===== config.mk =====
export PLATFORM = sky130hd
export DESIGN_NAME = icache_line_fill_ctrl
export DESIGN_NICKNAME = d
export VERILOG_FILES = /design/src/rtl/icache_line_fill_ctrl.sv
export SDC_FILE = /design/constraint.sdc
export NUM_CORES = 1
export LEC_CHECK = 0
export BUFFER_PORTS_ARGS = -buffer_cell sky130_fd_sc_hd__buf_2
export CAP_MARGIN = 5
export CORE_MARGIN = 2
export CORE_UTILIZATION = 45
export DETAILED_ROUTE_END_ITERATION = 7
export HOLD_SLACK_MARGIN = 0.1
export PLACE_DENSITY_LB_ADDON = 0.12
export SETUP_SLACK_MARGIN = 0.3
export SLEW_MARGIN = 25
export SYNTH_ARGS = -nofsm -noshare
export SYNTH_HDL_FRONTEND = slang
export SYNTH_SLANG_ARGS = --single-unit
export TNS_END_PERCENT = 5

===== constraint.sdc =====
create_clock -name mclk -period 6.4 [get_ports mclk]
set_clock_uncertainty 0.05 [all_clocks]
set_input_delay 0.64 -clock mclk [delete_from_list [all_inputs] [get_ports mclk]]
set_output_delay 0.64 -clock mclk [all_outputs]
set_load 0.03 [all_outputs]

===== src/rtl/icache_line_fill_ctrl.sv =====
// Instruction-cache line fill controller: single-line refill with critical-word
// forwarding, or a whole-cache prefill, fetched as Wishbone bursts into the data SRAM.
module icache_line_fill_ctrl #(
  parameter int WB_AW      = 32,
  parameter int WB_DW      = 32,
  parameter int CACHELINES = 16,
  parameter int CACHESIZE  = 32,
  parameter int TIMEOUT    = 1023,
  localparam int LW  = $clog2(CACHELINES),
  localparam int PW  = $clog2(CACHESIZE),
  localparam int OFS = PW + 2,
  localparam int TW  = WB_AW - OFS
) (
  input  logic             mclk,
  input  logic             rst_n,
  input  logic [WB_AW-1:0] cpu_addr,
  input  logic [WB_AW-1:0] prefill_base,
  input  logic             refill_req,
  input  logic             prefill_req,
  output logic [WB_DW-1:0] cpu_dat_o,
  output logic             cpu_ack_o,
  output logic             cache_busy,
  output logic             fill_err,
  output logic             wb_app_stb_o,
  output logic             wb_app_we_o,
  output logic [WB_AW-1:0] wb_app_adr_o,
  output logic [3:0]       wb_app_sel_o,
  output logic [9:0]       wb_app_bl_o,
  input  logic [WB_DW-1:0] wb_app_dat_i,
  input  logic             wb_app_ack_i,
  input  logic             wb_app_lack_i,
  input  logic             wb_app_err_i,
  input  logic [LW-1:0]    tag_cur_loc,
  output logic             tag_wr,
  output logic             tag_uwr,
  output logic [LW-1:0]    tag_uptr,
  output logic [TW:0]      tag_wdata,
  output logic             cache_mem_csb0,
  output logic             cache_mem_web0,
  output logic [LW+PW-1:0] cache_mem_addr0,
  output logic [3:0]       cache_mem_wmask0,
  output logic [WB_DW-1:0] cache_mem_din0,
  output logic [1:0]       dbg_state
);

  localparam int CW = $clog2(TIMEOUT + 1);

  // Wishbone handshake: the burst is open while wb_app_stb_o is high; each cycle
  // with wb_app_ack_i carries one beat, and wb_app_lack_i (only together with
  // wb_app_ack_i) marks the final beat. Slave strobes outside FILL are ignored.
  typedef enum logic [1:0] {IDLE = 2'd0, FILL = 2'd1, NEXT = 2'd2, DONE = 2'd3} state_t;

  state_t          state;
  logic            mode_prefill;
  logic [LW-1:0]   line;
  logic [PW-1:0]   ptr;
  logic [PW-1:0]   crit_ofs;
  logic [CW-1:0]   tmo_cnt;

  assign dbg_state = state;

  always_ff @(posedge mclk or negedge rst_n) begin
    if (!rst_n) begin
      state            <= IDLE;
      mode_prefill     <= 1'b0;
      line             <= '0;
      ptr              <= '0;
      crit_ofs         <= '0;
      tmo_cnt          <= '0;
      cpu_dat_o        <= '0;
      cpu_ack_o        <= 1'b0;
      cache_busy       <= 1'b0;
      fill_err         <= 1'b0;
      wb_app_stb_o     <= 1'b0;
      wb_app_we_o      <= 1'b0;
      wb_app_adr_o     <= '0;
      wb_app_sel_o     <= '0;
      wb_app_bl_o      <= '0;
      tag_wr           <= 1'b0;
      tag_uwr          <= 1'b0;
      tag_uptr         <= '0;
      tag_wdata        <= '0;
      cache_mem_csb0   <= 1'b1;
      cache_mem_web0   <= 1'b1;
      cache_mem_addr0  <= '0;
      cache_mem_wmask0 <= '0;
      cache_mem_din0   <= '0;
    end else begin
      // Single-cycle strobes fall back to idle unless re-asserted below.
      tag_wr         <= 1'b0;
      tag_uwr        <= 1'b0;
      cpu_ack_o      <= 1'b0;
      cache_mem_csb0 <= 1'b1;
      cache_mem_web0 <= 1'b1;

      case (state)
        IDLE: begin
          if (refill_req || prefill_req) begin
            mode_prefill <= !refill_req;
            line         <= refill_req ? tag_cur_loc : '0;
            tag_uptr     <= refill_req ? tag_cur_loc : '0;
            wb_app_adr_o <= refill_req ? {cpu_addr[WB_AW-1:OFS], {OFS{1'b0}}}
                                       : {prefill_base[WB_AW-1:OFS], {OFS{1'b0}}};
            crit_ofs     <= cpu_addr[OFS-1:2];
            ptr          <= '0;
            tmo_cnt      <= '0;
            cache_busy   <= 1'b1;
            fill_err     <= 1'b0;
            wb_app_stb_o <= 1'b1;
            wb_app_we_o  <= 1'b0;
            wb_app_sel_o <= 4'hF;
            wb_app_bl_o  <= 10'(CACHESIZE);
            tag_uwr      <= 1'b1;
            tag_wdata    <= '0;
            state        <= FILL;
          end
        end

        FILL: begin
          // An error or an expired ack wait abandons the line; its tag stays invalid.
          if (wb_app_err_i || tmo_cnt == CW'(TIMEOUT)) begin
            wb_app_stb_o <= 1'b0;
            fill_err     <= 1'b1;
            state        <= DONE;
          end else if (wb_app_ack_i) begin
            cache_mem_csb0   <= 1'b0;
            cache_mem_web0   <= 1'b0;
            cache_mem_wmask0 <= 4'hF;
            cache_mem_addr0  <= {line, ptr};
            cache_mem_din0   <= wb_app_dat_i;
            ptr              <= ptr + PW'(1);
            tmo_cnt          <= '0;
            if (!mode_prefill && ptr == crit_ofs) begin
              cpu_ack_o <= 1'b1;
              cpu_dat_o <= wb_app_dat_i;
            end
            if (wb_app_lack_i) begin
              wb_app_stb_o <= 1'b0;
              tag_wr       <= 1'b1;
              tag_uptr     <= line;
              tag_wdata    <= {1'b1, wb_app_adr_o[WB_AW-1:OFS]};
              state        <= (!mode_prefill || line == LW'(CACHELINES - 1)) ? DONE : NEXT;
            end
          end else begin
            tmo_cnt <= tmo_cnt + CW'(1);
          end
        end

        NEXT: begin
          line         <= line + LW'(1);
          tag_uptr     <= line + LW'(1);
          tag_uwr      <= 1'b1;
          tag_wdata    <= '0;
          wb_app_adr_o <= wb_app_adr_o + WB_AW'(CACHESIZE * 4);
          ptr          <= '0;
          tmo_cnt      <= '0;
          wb_app_stb_o <= 1'b1;
          state        <= FILL;
        end

        default: begin
          cache_busy <= 1'b0;
          state      <= IDLE;
        end
      endcase
    end
  end

endmodule


Yosys cells after proc, flatten, opt, wreduce, memory -nomap -nowiden
Cells that the tools add are included.
Widths: inputs -> output; s select.
{ "totals": {"mem_bits_ro": 0, "mem_count": 0, "ff_bits": 172, "word_cells": 113, "ram_bits": 0, "input_bits": 107, "latch_bits": 0, "output_inout_bits": 164} }
{ "classes": {"n_bitwise": 2, "n_mux": 51, "order_cmp": 0, "mul": 0, "n_addsub": 4, "reduce_logical": 22, "n_div": 0, "shift": 0, "eq_ne": 12} }
{ "ops": {"columns": ["operator", "count"], "rows": [
  ["$mux 26", 4],
  ["$pmux 26 s3", 1],
  ["$mux 32", 2],
  ["$pmux 32 s2", 1],
  ["$add 32x8->32 const B", 1],
  ["$mux 10", 3],
  ["$pmux 10 s3", 1],
  ["$mux 4", 5],
  ["$mux 1", 19],
  ["$mux 5", 3],
  ["$pmux 5 s3", 1],
  ["$pmux 4 s3", 1],
  ["$reduce_and 3->1", 4],
  ["$reduce_and 4->1", 3],
  ["$add 10x1->10 const B", 1],
  ["$eq 10x10->1 const B", 1],
  ["$ne 2x2->1 const B", 5],
  ["$mux 2", 4],
  ["$pmux 4 s2", 1],
  ["$ne 3x3->1 const B", 2],
  ["$pmux 1 s2", 3],
  ["$pmux 2 s3", 1],
  ["$reduce_and 2->1", 3],
  ["$add 5x1->5 const B", 1],
  ["15 further kinds", 20]
]} }

Depth between registers and ports, before layout
{ "logic_depth": {"word_depth": 7, "ltp_mapped": 9, "mapped_depth_nobuf": 6} }

Worst setup path before layout
Ideal clock, no wire load.
{ "synth_path": {"path_type": "register to register", "start": "reg state[0], in the netlist dbg_state[0]", "end": "reg tag_uptr[0]", "setup_time_ns": 0.125, "t_required_ns": 6.225, "setup_slack_ns": 4.046, "stages_incl_launch_ff": 10, "path_buffers": 3, "synth_period_minus_slack_ns": 2.354, "arrival_time_ns": 2.180, "path_cell_list": "dfrtp_1 inv_1 ha_1 clkbuf_2 or3b_1 buf_2 nand2_2 a21oi_1 buf_2 mux2_2"} }
{ "synth_via": {"elab_chain_cells": 3, "elab_cells_between_ends": 10, "cone_classes": "eq/ne: 6; mux: 1; reduce/logical: 3"} }
{ "synth_lines": {"columns": ["item", "line_no", "source"], "rows": [
  ["from (decl)", "53", "state_t state;"],
  ["from (signal assigned)", "142", "state <= (!mode_prefill || line == LW'(CACHELINES - 1)) ? DONE : NEXT;"],
  ["$eq 2x1->1 (tied with other cells)", "96", "case (state)"],
  ["$ne 2x2->1 (no line) / $reduce_bool 3->1 (equally long branches)", null, null],
  ["$reduce_and 5->1 (no line)", null, null],
  ["to (signal assigned)", "101", "tag_uptr <= refill_req ? tag_cur_loc : '0;"],
  ["to (signal assigned)", "140", "tag_uptr <= line;"],
  ["to (signal assigned)", "151", "tag_uptr <= line + LW'(1);"],
  ["to (decl)", "36", "output logic [LW-1:0] tag_uptr,"]
]} }
Parallel ways exist; a longest one is shown, timed or not.
A chain may end at the register's enable or synchronous reset.

Worst setup path after layout
{ "layout_path": {"start": "reg state[1], in the netlist dbg_state[1]", "end": "reg cpu_dat_o[17]"} }
{ "layout_via": {"elab_chain_cells": 2} }
{ "layout_lines": {"columns": ["item", "line_no", "source"], "rows": [
  ["$eq 2x1->1", "96", null],
  ["$reduce_and 4->1 (no line)", null, null],
  ["to (signal assigned)", "135", "cpu_dat_o <= wb_app_dat_i;"],
  ["to (decl)", "20", "output logic [WB_DW-1:0] cpu_dat_o,"]
]} }
No other way between the ends.

==> flow_summary_export.csv <==
group,metric,value,unit
run_status,status,"finished with violations",
run_status,violations,"DRC",
drt,wirelength,20.8,mm
critical_path,cp_top_family,"adder cells",
drt,routedWlPerCell,17.5,um
timing,rsz0062_at_grt,"false",
logic_synthesis,synth_cell_type_count,59,
min_path,min_path_type,"in -> async",
logic_synthesis,yosysTopAreaCell,"dfrtp_1",
critical_path,crit_chain,"inv_1, ha_2, inv_1, a311oi_4, nand4_4, mux2_4",
timing,tightest_slew,0.963,ns
final_layout,stdcell_count,1193,
logic_synthesis,synthTopCellsByArea,"dfrtp_1 (49%), mux2_2 (10%), mux2_4 (5.2%)",
logic_synthesis,ys_seq_area_frac,0.492,
die,start_util,0.461,
clocking,postCtsHoldBufs,0,
drt,ant_nets,0,
logic_synthesis,yosysMostFrequentCell,"dfrtp_1",
final_layout,multiInputGateArea,3730,um2
critical_path,rrSetupSlack,2.60,ns
critical_path,crit_required,6.65,ns
drt,drt_iter0_drc,479,
final_layout,fin_util,0.559,
logic_synthesis,synth_flop_cell,"dfrtp_1",
final_layout,seq_area,4110,um2
drt,via_per_inst,5.38,
placed_design,dpl.hpwl,14.5,mm
critical_path,crit_arrival,4.05,ns
die,die-area,19600,um2
logic_synthesis,synth_warnings,0,
critical_path,path_buf_inv,2,
clocking,clock_path_buffers,2,
final_layout,area_growth,21.1,%
critical_path,slowest_stage,"ha_2",
logic_synthesis,synth_edf_count,0,
power,p_leak,5.04,nW
grt,grt_pass1_wl,33.5,mm
clocking,worstSkewPairLatency,0.42,ns
timing,period_needed,3.80,ns
clocking,cts_setup_buffers,0,
drt,first_pass_iters,8,
grt,grt-ovfl-total,0,
placed_design,place_inst,1160,
timing,fin_setup_tns,0,ns
final_layout,drive_gt1_frac,0.414,
clocking,htree_levels,4,
grt,grt_pass1_vias,6166,
logic_synthesis,ys_top_cells_by_count,"dfrtp_1 (163), mux2_2 (76), nand2_1 (49)",
clocking,cts_buffers,17,
final_layout,nets,1066,
placed_design,io_buffers,244,
timing,final_max_slew_viol_count,0,
grt,antenna_found_initial,2,
timing,setup_viol,0,
critical_path,rr_worst_depth,6,
placed_design,place.gp.congestion,0.810,
run,max-cap-violations,0,
critical_path,worstReg2RegEnd,"cpu_dat_o[17]$_DFFE_PN0P_",
drt,drcViolationCount,48,
timing,fin_crit_sh,0.593,
grt,track_usage,0.214,
logic_synthesis,syn_area_per_cell,11.3,um2
clocking,cts_resized,0,
clocking,cts.reportedPaths.clkPinSlew,0.07,ns
timing,fmax,263,MHz
logic_synthesis,synth_cells,741,
clocking,cts_tree,"yes",
die,dieWidth,140,um
die,io_pins,271,
die,fp.dieH,140,um
timing,slew_headroom,0.354,
clocking,clock_sinks,164,
final_layout,fillCellCount,1594,
critical_path,cp-start-kind,"register",
die,row_count,49,
critical_path,cpMostUsedCell,"inv_1",
timing,final_hold_viol_count,0,
grt,grt_max_degree,104,
logic_synthesis,synth_top_area_share,0.489,
critical_path,critPathMaxStageDelay,0.82,ns
drt,vias,6418,
critical_path,r2r_start,"dbg_state[1]$_DFFE_PN0P_",
critical_path,crit_type,"reg -> reg",
critical_path,crit_fanout,44,
clocking,cts_root_buffer,"clkbuf_16",
power,peakVddDrop,0.214,mV
power,power_density,556,nW/um2
logic_synthesis,yosys_register_bits,164,
critical_path,end_kind,"register",
die,coreArea,18100,um2
logic_synthesis,synthesis.area,8340,um2
logic_synthesis,ys_async_sr_fraction,1.00,
power by group:
| group | internal (mW) | switching, mW |
|---|---|---|
| Combinational | 0.987 | 1.80 |
| Sequential | 1.47 | 0.363 |
| Clock | 0.553 | 0.441 |
cells by family after synthesis:
group,synth area share
other,0.000449
multiplexers,0.202
AO/OA/AOI/OAI,0.102
flip-flops,0.492
adder cells (fa/ha/maj),0.0135
AND/OR/NAND/NOR,0.112
XOR/XNOR,0.00630
buffers and inverters,0.0721
layout make-up:
class,count,area share
diodes,1,0.000248
clock buffers,19,0.0438
clock inverters,13,0.0125
inverters,38,0.0141
multi-input cells,480,0.369
flip-flops and latches,164,0.406
well taps,229,0.0284
repair buffers,249,0.125
through the flow:
stage	setup slack, ns	hold slack (ns)	area [um2]	power, mW
global placement	2.65	0.433	9520	4.62
detailed placement	2.56	0.436	9520	4.66
floorplan	4.05	0.294	8400	3.86
CTS	2.53	0.337	10100	5.67
global route	2.33	0.309	10100	5.99
finish	2.60	0.246	10100	5.62
flip-flops by register name, summed over array words and instances (netlist names), 2 cells and up:
register         cells
cache_mem_addr0      9
cache_mem_din0      32
cpu_dat_o           32
crit_ofs             5
dbg_state            2
line                 4
ptr                  5
tag_uptr             4
tag_wdata           26
tmo_cnt             10
wb_app_adr_o        25
cells in the final DEF, fill, tap and decap left out, types with 5 or more instances in the layout:
master	n
buf_2	243
dfrtp_1	163
mux2_2	76
nand2_1	49
mux2i_1	39
inv_1	38
nand3_1	29
mux2_4	29
a21oi_1	26
o21ai_0	25
o22ai_1	20
conb_1	17
clkbuf_16	17
nor2_1	15
nor3_1	12
and3_1	11
nand4_1	10
or3_1	10
o31ai_1	10
nor4_1	8
ha_1	8
and4_1	7
a31oi_1	7
xor2_1	6
o211ai_1	6
a211oi_1	6
a311oi_1	5
buf_4	5
how the worst max path moves through the flow:
stage | from | to | slack (ns) | cells past startpoint
2_1_floorplan | dbg_state[0]$_DFFE_PN0P_ | tag_uptr[0]$_DFFE_PN0P_ | 4.05 | 9
3_3_place_gp | dbg_state[1]$_DFFE_PN0P_ | cpu_dat_o[16]$_DFFE_PN0P_ | 2.65 | 6
3_5_place_dp | dbg_state[1]$_DFFE_PN0P_ | cpu_dat_o[17]$_DFFE_PN0P_ | 2.56 | 6
4_1_cts | dbg_state[1]$_DFFE_PN0P_ | cpu_dat_o[4]$_DFFE_PN0P_ | 2.53 | 6
5_1_grt | dbg_state[1]$_DFFE_PN0P_ | cpu_dat_o[4]$_DFFE_PN0P_ | 2.33 | 6
6_report | dbg_state[1]$_DFFE_PN0P_ | cpu_dat_o[17]$_DFFE_PN0P_ | 2.60 | 6
layer usage:
metal  wire length [um]  track usage
met1               9510        0.299
met2               9600        0.337
met3               1570       0.0578
met4                169       0.0452
met5                  0            0
No activity file was read; power rests on OpenSTA's default activity.
